--- src/rtl/uart_tx_word.sv ---
// Word-oriented 8N1 UART transmitter with a one-word holding buffer.
// Define UART_TX_PARITY_EN to insert an even-parity bit after the data bits (8E1).
module uart_tx_word #(
  parameter int CLKS_PER_BIT = 16,
  parameter int CNT_W        = 16
) (
  input  logic        clk,
  input  logic        rst,
  input  logic        tx_valid,
  input  logic [15:0] tx_data,
  input  logic        tx_len,
  output logic        tx_ready,
  output logic        tx_busy,
  output logic        tx_done,
  output logic        txd
);

`ifdef UART_TX_PARITY_EN
  typedef enum logic [2:0] {IDLE, START, DATA, PARITY, STOP} state_e;
`else
  typedef enum logic [1:0] {IDLE, START, DATA, STOP} state_e;
`endif

  localparam logic [CNT_W-1:0] CNT_MAX = CNT_W'(CLKS_PER_BIT - 1);
  localparam logic [CNT_W-1:0] CNT_PRE = CNT_W'(CLKS_PER_BIT - 2);

  // Holding register
  logic        hold_full_q, hold_full_d;
  logic [15:0] hold_data_q, hold_data_d;
  logic        hold_len_q,  hold_len_d;

  // Shifter / FSM
  state_e           state_q;
  logic [CNT_W-1:0] cnt_q;
  logic [2:0]       bit_q;
  logic [7:0]       shift_q;
  logic [7:0]       hi_q;
  logic             pend_q;
  logic             txd_q;
  logic             done_q;
`ifdef UART_TX_PARITY_EN
  logic             par_q;
`endif

  logic load, accept, wrap;

  assign load   = (state_q == IDLE) && hold_full_q;
  assign accept = tx_valid && !hold_full_q;
  assign wrap   = (cnt_q == CNT_MAX);

  // Load and accept are mutually exclusive: load needs a full hold, accept an empty one.
  always_comb begin
    hold_full_d = hold_full_q;
    hold_data_d = hold_data_q;
    hold_len_d  = hold_len_q;
    if (load) hold_full_d = 1'b0;
    if (accept) begin
      hold_full_d = 1'b1;
      hold_data_d = tx_data;
      hold_len_d  = tx_len;
    end
  end

  always_ff @(posedge clk) begin
    if (rst) begin
      hold_full_q <= 1'b0;
      hold_data_q <= '0;
      hold_len_q  <= 1'b0;
    end else begin
      hold_full_q <= hold_full_d;
      hold_data_q <= hold_data_d;
      hold_len_q  <= hold_len_d;
    end
  end

  always_ff @(posedge clk) begin
    if (rst) begin
      state_q <= IDLE;
      cnt_q   <= '0;
      bit_q   <= '0;
      shift_q <= '0;
      hi_q    <= '0;
      pend_q  <= 1'b0;
      txd_q   <= 1'b1;
      done_q  <= 1'b0;
`ifdef UART_TX_PARITY_EN
      par_q   <= 1'b0;
`endif
    end else begin
      done_q <= 1'b0;
      if (state_q != IDLE) cnt_q <= wrap ? '0 : cnt_q + CNT_W'(1);
      case (state_q)
        IDLE: begin
          txd_q <= 1'b1;
          cnt_q <= '0;
          if (hold_full_q) begin
            shift_q <= hold_data_q[7:0];
            hi_q    <= hold_data_q[15:8];
            pend_q  <= hold_len_q;
`ifdef UART_TX_PARITY_EN
            par_q   <= ^hold_data_q[7:0];
`endif
            txd_q   <= 1'b0;
            state_q <= START;
          end
        end
        START: begin
          if (wrap) begin
            bit_q   <= '0;
            txd_q   <= shift_q[0];
            state_q <= DATA;
          end
        end
        DATA: begin
          if (wrap) begin
            if (bit_q == 3'd7) begin
`ifdef UART_TX_PARITY_EN
              txd_q   <= par_q;
              state_q <= PARITY;
`else
              txd_q   <= 1'b1;
              state_q <= STOP;
`endif
            end else begin
              bit_q   <= bit_q + 3'd1;
              txd_q   <= shift_q[1];
              shift_q <= shift_q >> 1;
            end
          end
        end
`ifdef UART_TX_PARITY_EN
        PARITY: begin
          if (wrap) begin
            txd_q   <= 1'b1;
            state_q <= STOP;
          end
        end
`endif
        STOP: begin
          // Registered pulse: raise it one cycle early so it covers the final stop cycle.
          if (!pend_q && cnt_q == CNT_PRE) done_q <= 1'b1;
          if (wrap) begin
            if (pend_q) begin
              pend_q  <= 1'b0;
              shift_q <= hi_q;
`ifdef UART_TX_PARITY_EN
              par_q   <= ^hi_q;
`endif
              txd_q   <= 1'b0;
              state_q <= START;
            end else begin
              txd_q   <= 1'b1;
              state_q <= IDLE;
            end
          end
        end
        default: begin
          txd_q   <= 1'b1;
          state_q <= IDLE;
        end
      endcase
    end
  end

  assign tx_ready = !hold_full_q;
  assign tx_busy  = hold_full_q || (state_q != IDLE);
  assign tx_done  = done_q;
  assign txd      = txd_q;

endmodule

--- config.mk ---
export PLATFORM = sky130hd
export DESIGN_NAME = uart_tx_word
export DESIGN_NICKNAME = d
export VERILOG_FILES = /design/src/rtl/uart_tx_word.sv
export SDC_FILE = /design/constraint.sdc
export NUM_CORES = 1
export LEC_CHECK = 0
export CAP_MARGIN = 30
export CORE_ASPECT_RATIO = 0.7
export CORE_MARGIN = 1.5
export CORE_UTILIZATION = 50
export CTS_BUF_LIST = sky130_fd_sc_hd__clkbuf_8
export DETAILED_ROUTE_END_ITERATION = 10
export PLACE_DENSITY = 0.74
export SYNTH_ARGS = -nofsm -noshare
export SYNTH_HDL_FRONTEND = slang
export SYNTH_SLANG_ARGS = --single-unit
--- constraint.sdc ---
create_clock -name clk -period 4.04 [get_ports clk]
set_clock_uncertainty 0.15 [all_clocks]
set_input_delay 0.404 -clock clk [delete_from_list [all_inputs] [get_ports clk]]
set_output_delay 0.404 -clock clk [all_outputs]
set_load 0.05 [all_outputs]
## Yosys cells after proc, flatten, opt, wreduce, memory -nomap -nowiden

Cells that the tools add are included.

- Bitwise logic cells: 1
- Add/sub/neg operators: 2
- Mux-type cells: 31
- Reduce and logical (&&, ||, !) cells: 20
- Equal/unequal tests: 13

Operator list:

| cell | count |
|---|---|
| two-way mux 8 bit | 5 |
| == test 16 x 4 -> 1 bit (second input constant) | 2 |
| one-hot mux 8 bit (3 select lines) | 1 |
| adder 16 x 1 -> 16 bit (second input constant) | 1 |
| two-way mux 16 bit | 1 |
| != test 2 bit (second input constant) | 7 |
| two-way mux 1 bit | 12 |
| two-way mux 2 bit | 5 |
| two-way mux 3 bit | 3 |
| one-hot mux 2 bit (4 select lines) | 1 |
| nonzero test 2 bit | 4 |
| one-hot mux 3 bit (2 select lines) | 1 |
| AND reduction 3 bit | 2 |
| AND reduction 6 bit | 1 |
| AND reduction 5 bit | 1 |
| == test 2 bit (second input constant) | 2 |
| one-hot mux 1 bit (4 select lines) | 1 |
| AND reduction 4 bit | 1 |
| OR reduction 2 bit | 2 |
| adder 3 x 1 -> 3 bit (second input constant) | 1 |
| == test 3 bit (second input constant) | 1 |
| logical AND 1 bit | 3 |
| nonzero test 3 bit | 1 |
| == test 2 x 1 -> 1 bit (second input constant) | 1 |
| 6 further kinds | 7 |

- Bits of input ports: 20
- Logic and storage cells: 78
- Register bits after elaboration: 58
- Output and inout bits: 4

## Logic depth before layout (Yosys ltp)

Gate-level depths: netlist (run 1).

- Word-level depth: 4
- Gate-level depth with buffers: 7
- Mapped depth without buffers: 7

## Worst setup path after synthesis (run 1)

Ideal clock, no wire load.

- Path kind: reg2reg
- Start: register cnt_q[4]
- End: register bit_q[0]
- Library setup time: 0.070 ns
- Cell stages (with the launch flop): 6
- Clock period less this slack: 2.259 ns
- Required time: 3.820 ns
- Data arrival time: 2.039 ns
- Setup slack: 1.781 ns
- Path through: dfxtp_1 or4_4 or4b_1 clkbuf_2 or4_1 a21oi_1

- Longest elaborated chain between the ends: 3

RTL lines:

| what | line | text |
|---|---|---|
| start: declaration | 34 | `logic [CNT_W-1:0] cnt_q;` |
| start signal: assignment | 91 | `if (state_q != IDLE) cnt_q <= wrap ? '0 : cnt_q + CNT_W'(1);` |
| == test 16 x 4 -> 1 bit (*) | 49 | `assign wrap = (cnt_q == CNT_MAX);` |
| != test 2 bit (no source line) | n/a |  |
| AND reduction 4 bit (no source line) (*) | n/a |  |
| end signal: assignment | 125 | `bit_q <= bit_q + 3'd1;` |
| end: declaration | 35 | `logic [2:0] bit_q;` |

Mark *: on every way between the ends. The rest lies on a longest branch, timed or not.
A chain may end at the register's enable or synchronous reset.

## Final worst setup path (run 1)

- Start: register state_q[0]
- End: output port tx_busy

- Longest elaborated chain between the ends: 2

RTL lines:

| what | line | text |
|---|---|---|
| start: declaration | 33 | `state_e state_q;` |
| start signal: assignment | 78 | `state_q <= IDLE;` |
| start signal: assignment | 104 | `state_q <= START;` |
| start signal: assignment | 111 | `state_q <= DATA;` |
| nonzero test 2 bit | 166 | `assign tx_busy = hold_full_q \|\| (state_q != IDLE);` |
| logical OR 1 bit | 166 |  |
| end: declaration | 13 | `output logic tx_busy,` |

No other way between the ends.

==> run metrics, run 1 <==
status=finished clean; FF-to-FF setup slack=1390 ps; worst-case reg-to-reg path depth=5; initial antenna violation count=0; slew margin rel.=41.97%; Worst-path clk slew=60 ps; core footprint=4887 um2; via count=2219; area grow syn2layout=18.97%; Area contributors post-synth=dfxtp_1 45%, nand2_1 8.9%, a21oi_1 6.2%, xnor2_1 4.4%, ha_1 4.4%; number of max-cap violations=0; grt total ovfl=0; routability cong.=0.8317; Leakage=1.045 nW; CTS buffer count=9; # Post-CTS Setup Buffers=0; unrepaired setup endpoints after global routing=false; CTS max path bufs=2; DIE HEIGHT=63.16 um; hold_buf cts=0; Post-synth ARST share=0%; Synth area leader=dfxtp_1; worst setup path class=reg -> out; Setup crit end=tx_busy; post-cts resize count=0; HP Class=reg -> reg; final setup fails=0; fin crit period=2898 ps; Synthesis Warnings=0; Top FF cell, synth=dfxtp_1; Crit path arrival time=2340 ps; grt peak-use layer=met1; syn avg cell area=8.448 um2; Iteration-0 DRC Markers=156; Netlist cell types=42; largest net degree at the start of global routing=31; GRT Overall Usage=22.24%; Post-Syn Nets=335; share of layout cells above drive strength 1=6.383%; full die area=5617 um2; Worst R2R Start=state_q[0]; actual slew at the worst max-slew pin=868.7 ps; setup ws final=1142 ps; H-tree levels=3; vias in the first global route=2084; Row Count=21; Post-DRT Antenna Nets=0; Post-synth EDFFs=0; CTS tree=yes; ant diodes=0; Slew Limit Fails=0; met3 Use GR=6.815%; final core occ=62.93%; initial core utilization=52.89%; Final Hold Violating Endpoints=0; M2 GR Usage=29.83%; post-DR wirelength/cell=14.25 um; Fmax=0.3451 GHz; Crit Path Max Fanout=12; first-pass GRT wire length=9.708 mm; sequential fraction of the synthesis area=44.92%; vias per inst=5.575; Critical Path Start Type=flop; Synth Instances=306; Post-Syn Area=2585 um2; Yosys top cell area share=44.92%; Setup WS pre-CTS=1438 ps; pwr/cell area=561.0 nW/um2; Die Span X=88.94 um; post-DP HPWL=3.971 mm; CTS sink cnt=58; Pre-antenna DRT Iters=5; Clock Latency Late Sink=330 ps; CTS Root Cell=clkbuf_8; Worst VDD drop=0.0002958 V; Period Utilization, post-route=71.73%; r2r endpoint=shift_q[2]; Remaining DRCs=0; crit path launch=state_q[0]; CP Data Required Time=3490 ps; #FFs+latches synth=58; number of buffers added on ports=23; total negative slack=0 ps; crit end category=output port; IO Pins=24; met1 usage=33.28%; total wire length=5.673 mm; fin nets=354
==> through the flow <==
stage | hold slack, ps | instance area (um2) | std cells | power (mW)
2_1_floorplan | 281.5 | 2585 | 306 | 1.014
3_3_place_gp | 293.4 | 2849 | 382 | 1.132
3_5_place_dp | 293.3 | 2856 | 383 | 1.142
4_1_cts | 307.7 | 3075 | 398 | 1.728
5_1_grt | 328.1 | 3075 | 398 | 1.820
6_report | 304.8 | 3075 | 398 | 1.725
==> registers in the layout, indices dropped and copies added (netlist names) <==
register,flops
hi_q,8
shift_q,8
tx_done,1
bit_q,3
hold_data_q,16
txd,1
cnt_q,16
hold_full_q,1
state_q,2
pend_q,1
hold_len_q,1
==> per-layer routing <==
metal	wire (um)	up-vias
met5	0	-
met4	61	0
met3	325	7
met2	2305	61
met1	2980	1029
li1	-	1122
==> worst max-delay path, stage by stage (launching register included) <==
cell	delay (ps)
dfxtp_1	330
inv_1	150
ha_1	370
nor2b_1	330
inv_1	110
clkdlybuf4s50_1	710
==> cell usage in the layout (no fill, tap or decap), drive strengths merged, types with 7 or more instances in the layout <==
cell           Yosys  layout
dfxtp             58      58
ha                 9       9
xnor2             13      13
a22oi              7       7
inv                9      11
nor4               8       8
a311oi             7       7
clkdlybuf4s50      0      23
a21oi             32      32
nand2             61      61
clkbuf            16      11
nor2              21      21
a211oi            10      10
==> cell families after synthesis <==
logic type / synth area share [%]
AO/OA/AOI/OAI: 18.49
XOR/XNOR: 4.744
adder cells (fa/ha/maj): 4.356
buffers and inverters: 4.210
flip-flops: 44.92
AND/OR/NAND/NOR: 23.28
==> cell type report <==
type                            count  area [um2]
Clock buffer                       11       151.4
Clock inverter                      4       67.56
Fill cell                         446        1812
Inverter                            9       33.78
Multi-Input combinational cell    220        1315
Sequential cell                    58        1161
Tap cell                           69       86.33
Timing Repair Buffer               27       260.3
==> power breakdown <==
group          switching (mW)  internal [mW]
logic                   0.290          0.178
clock network           0.214          0.373
registers              0.0408          0.630
==> Yosys cell counts (3+ instances only) <==
| library cell | instances |
|---|---|
| a211oi_1 | 10 |
| a21oi_1 | 32 |
| a22oi_1 | 7 |
| a311oi_1 | 7 |
| clkbuf_1 | 15 |
| dfxtp_1 | 58 |
| ha_1 | 9 |
| inv_1 | 9 |
| nand2_1 | 61 |
| nand3_1 | 3 |
| nand4_1 | 5 |
| nor2_1 | 21 |
| nor2b_1 | 5 |
| nor3_1 | 6 |
| nor4_1 | 8 |
| o21ai_0 | 4 |
| xnor2_1 | 13 |
==> how the worst min path moves through the flow <==
stage / start / to / slack (ps) / cells after the start
floorplan: hold_data_q[7] / hold_data_q[7] / 280 / 2
global placement: hold_data_q[11] / hi_q[3] / 290 / 2
detailed placement: hold_data_q[12] / hi_q[4] / 290 / 2
CTS: hold_data_q[11] / hi_q[3] / 310 / 2
global route: hold_data_q[3] / hold_data_q[3] / 330 / 2
finish: hold_data_q[3] / hold_data_q[3] / 300 / 2
(Power assumes the default switching activity.)
==> inputs of run 2 (changes only) <==
- PLACE_DENSITY: 0.74 -> 0.77
- clock period: 4.04 -> 2.4 ns (I/O delays scaled with it)
==> run 2 against run 1 <==
  * Via count increased by 3.6%
  * Combinational power increased by 83%
  * Core utilization increased by 2.1 points
  * Final area increased by 3.4%
  * Power increased by 68%
  * Register-to-register slack got worse by 1200 ps
  * Worst hold slack got worse by 18 ps
  * First-iteration DRC count increased by 33%
  * Non-clock buffer count increased by 14
  * Routed wire length increased by 3.1%
  * Sequential cell count unchanged
  * Global-route usage increased by 1.8 points
==> run metrics, run 2 (synthesis gave the netlist of run 1 again) <==
status=finished clean (unchanged); via count=2298 (was 2219); worst setup path class=reg -> reg (was reg -> out); Critical Path Start Type=flop (unchanged); number of max-cap violations=0 (unchanged); worst-case reg-to-reg path depth=5 (unchanged); worst path bufs/invs=1 (was 3); Crit Path Max Fanout=14 (was 12); total negative slack=0 ps (unchanged); routability cong.=0.9217 (was 0.8317); HP Class=in -> reg (was reg -> reg); GRT Overall Usage=24.03% (was 22.24%); Fmax=0.4427 GHz; DP Area=2972 um2 (was 2856 um2); switch share=33.63% (was 31.54%); Remaining DRCs=0 (unchanged); first-pass GRT wire length=10.28 mm (was 9.708 mm); core footprint=4887 um2 (unchanged); pwr/cell area=910.9 nW/um2 (was 561.0 nW/um2); CTS Root Cell=clkbuf_8 (unchanged); Worst-path clk slew=70 ps (was 60 ps); hold slack=286.6 ps (was 304.8 ps); crit end category=flop (was output port); FF-to-FF setup slack=140 ps (was 1390 ps); fin crit period=2259 ps; final core occ=65.05% (was 62.93%); IO Pins=24 (unchanged); Hold Crit Depth=3 (was 2); Hold Startpoint=tx_data[15] (was hold_data_q[3]); Pre-antenna DRT Iters=5 (unchanged); crit path launch=cnt_q[13] (was state_q[0]); H-tree levels=3 (unchanged); sw power=0.9739 mW (was 0.5441 mW); number of buffers added on ports=23 (unchanged); total wire length=5.847 mm (was 5.673 mm); Period Utilization, post-route=94.12%; largest net degree at the start of global routing=19 (was 31); Clk pwr share=31.4% (was 34.0%); vias in the first global route=2139 (was 2084); most frequent cells in the layout=61 x nand2_1, 58 x dfxtp_1, 32 x a21oi_1, 22 x clkdlybuf4s50_1, 21 x nor2_1 (was 61 x nand2_1, 58 x dfxtp_1, 32 x a21oi_1, 23 x clkdlybuf4s50_1, 21 x nor2_1); Internal Power=1.922 mW (was 1.181 mW); WHS Endpoint=hold_data_q[15] (was hold_data_q[3]); Worst path slowest cell=or4_4 (was clkdlybuf4s50_1); combinational share of power=29.6% (was 27.1%); Slew Limit Fails=0 (unchanged); full die area=5617 um2 (unchanged); Crit path arrival time=2310 ps (was 2340 ps); area grow syn2layout=22.99% (was 18.97%); hold_buf cts=0 (unchanged); ant diodes=0 (unchanged); DIE HEIGHT=63.16 um (unchanged); worst-path cell chain=or4_4, nor4b_2, buf_12, a21o_1, a311oi_1 (was inv_1, ha_1, nor2b_1, inv_1, clkdlybuf4s50_1); slew margin rel.=60.37% (was 41.97%); Row Count=21 (unchanged); initial antenna violation count=0 (unchanged); CTS max path bufs=2 (unchanged); vias per inst=5.564 (was 5.575); Worst VDD drop=0.0005393 V (was 0.0002958 V); share of layout cells above drive strength 1=11.63% (was 6.383%); Clock Latency Late Sink=340 ps (was 330 ps); Final Hold Violating Endpoints=0 (unchanged); sequential share of power=38.9% (about the same); fin nets=368 (was 354); Top delay family on crit path=simple AND/OR/NAND/NOR gates (was buffers and inverters); CTS tree=yes (unchanged); post-DR wirelength/cell=14.16 um (was 14.25 um); CTS sink cnt=58 (unchanged); largest registers=cnt_q (16), hold_data_q (16) (unchanged); r2r endpoint=shift_q[3] (was shift_q[2]); Worst R2R Start=cnt_q[13] (was state_q[0]); grt total ovfl=0 (unchanged); Leakage=1.096 nW (was 1.045 nW); final setup fails=0 (unchanged); crit-path max cell delay=560 ps (was 710 ps); CP Data Required Time=2450 ps (was 3490 ps); post-DP HPWL=4.097 mm (was 3.971 mm); actual slew at the worst max-slew pin=593.0 ps (was 868.7 ps); Iteration-0 DRC Markers=207 (was 156); design area=3179 um2 (was 3075 um2); Die Span X=88.94 um (unchanged); CTS buffer count=9 (unchanged); Post-DRT Antenna Nets=0 (unchanged); most common cell after layout, fill and taps aside=nand2_1 (unchanged); unrepaired setup endpoints after global routing=false (unchanged); initial core utilization=52.89% (unchanged)
-- run 2: area by class of cell --
class                   instances  area (um2)
inverters                       9       33.78
fillers                       415        1708
clock inverters                 6       66.31
repair buffers                 41       375.4
flip-flops and latches         58        1161
clock buffers                  10       137.6
well taps                      69       86.33
multi-input cells             220        1319
-- run 2: power groups by stage --
stage | logic [mW] | registers (mW) | clock network, mW
after floorplan | 0.560 | 1.15 | 0
after global placement | 0.837 | 1.15 | 0
after detailed placement | 0.844 | 1.15 | 0
after CTS | 0.848 | 1.13 | 0.922
after global routing | 0.942 | 1.14 | 0.981
final | 0.858 | 1.13 | 0.910
-- run 2: how the worst max path moves through the flow --
stage	end	slack, ps	depth (start not counted)
finish	shift_q[3]	140	5
global route	txd	50	5
floorplan	bit_q[0]	140	5
global placement	bit_q[0]	160	4
detailed placement	txd	140	5
CTS	bit_q[0]	130	4
-- run 2: metal layers --
| layer | GRT usage (%) | part of all wire, % |
|---|---|---|
| met5 | 0 | 0 |
| met4 | 6.923 | 0.97 |
| met3 | 8.650 | 5.6 |
| met2 | 31.91 | 41 |
| met1 | 36.03 | 53 |
-- run 2: tightest hold or removal path, stage by stage --
cell and delay (ps):
clkdlybuf4s50_1 390, nand2_1 60, a21oi_1 50
-- run 2: what timing repair did --
item,CTS,global route
resized for setup,0,1
buffers inserted,0,0
setup endpoints to repair,0,1
-- run 2: stage by stage --
| step | setup slack [ps] | total power [mW] | std cells |
|---|---|---|---|
| 6_report | 141.1 | 2.896 | 413 |
| 5_1_grt | 49.68 | 3.063 | 413 |
| 4_1_cts | 125.7 | 2.897 | 413 |
| 3_5_place_dp | 143.3 | 1.990 | 397 |
| 3_3_place_gp | 155.1 | 1.983 | 397 |
| 2_1_floorplan | 140.6 | 1.706 | 306 |
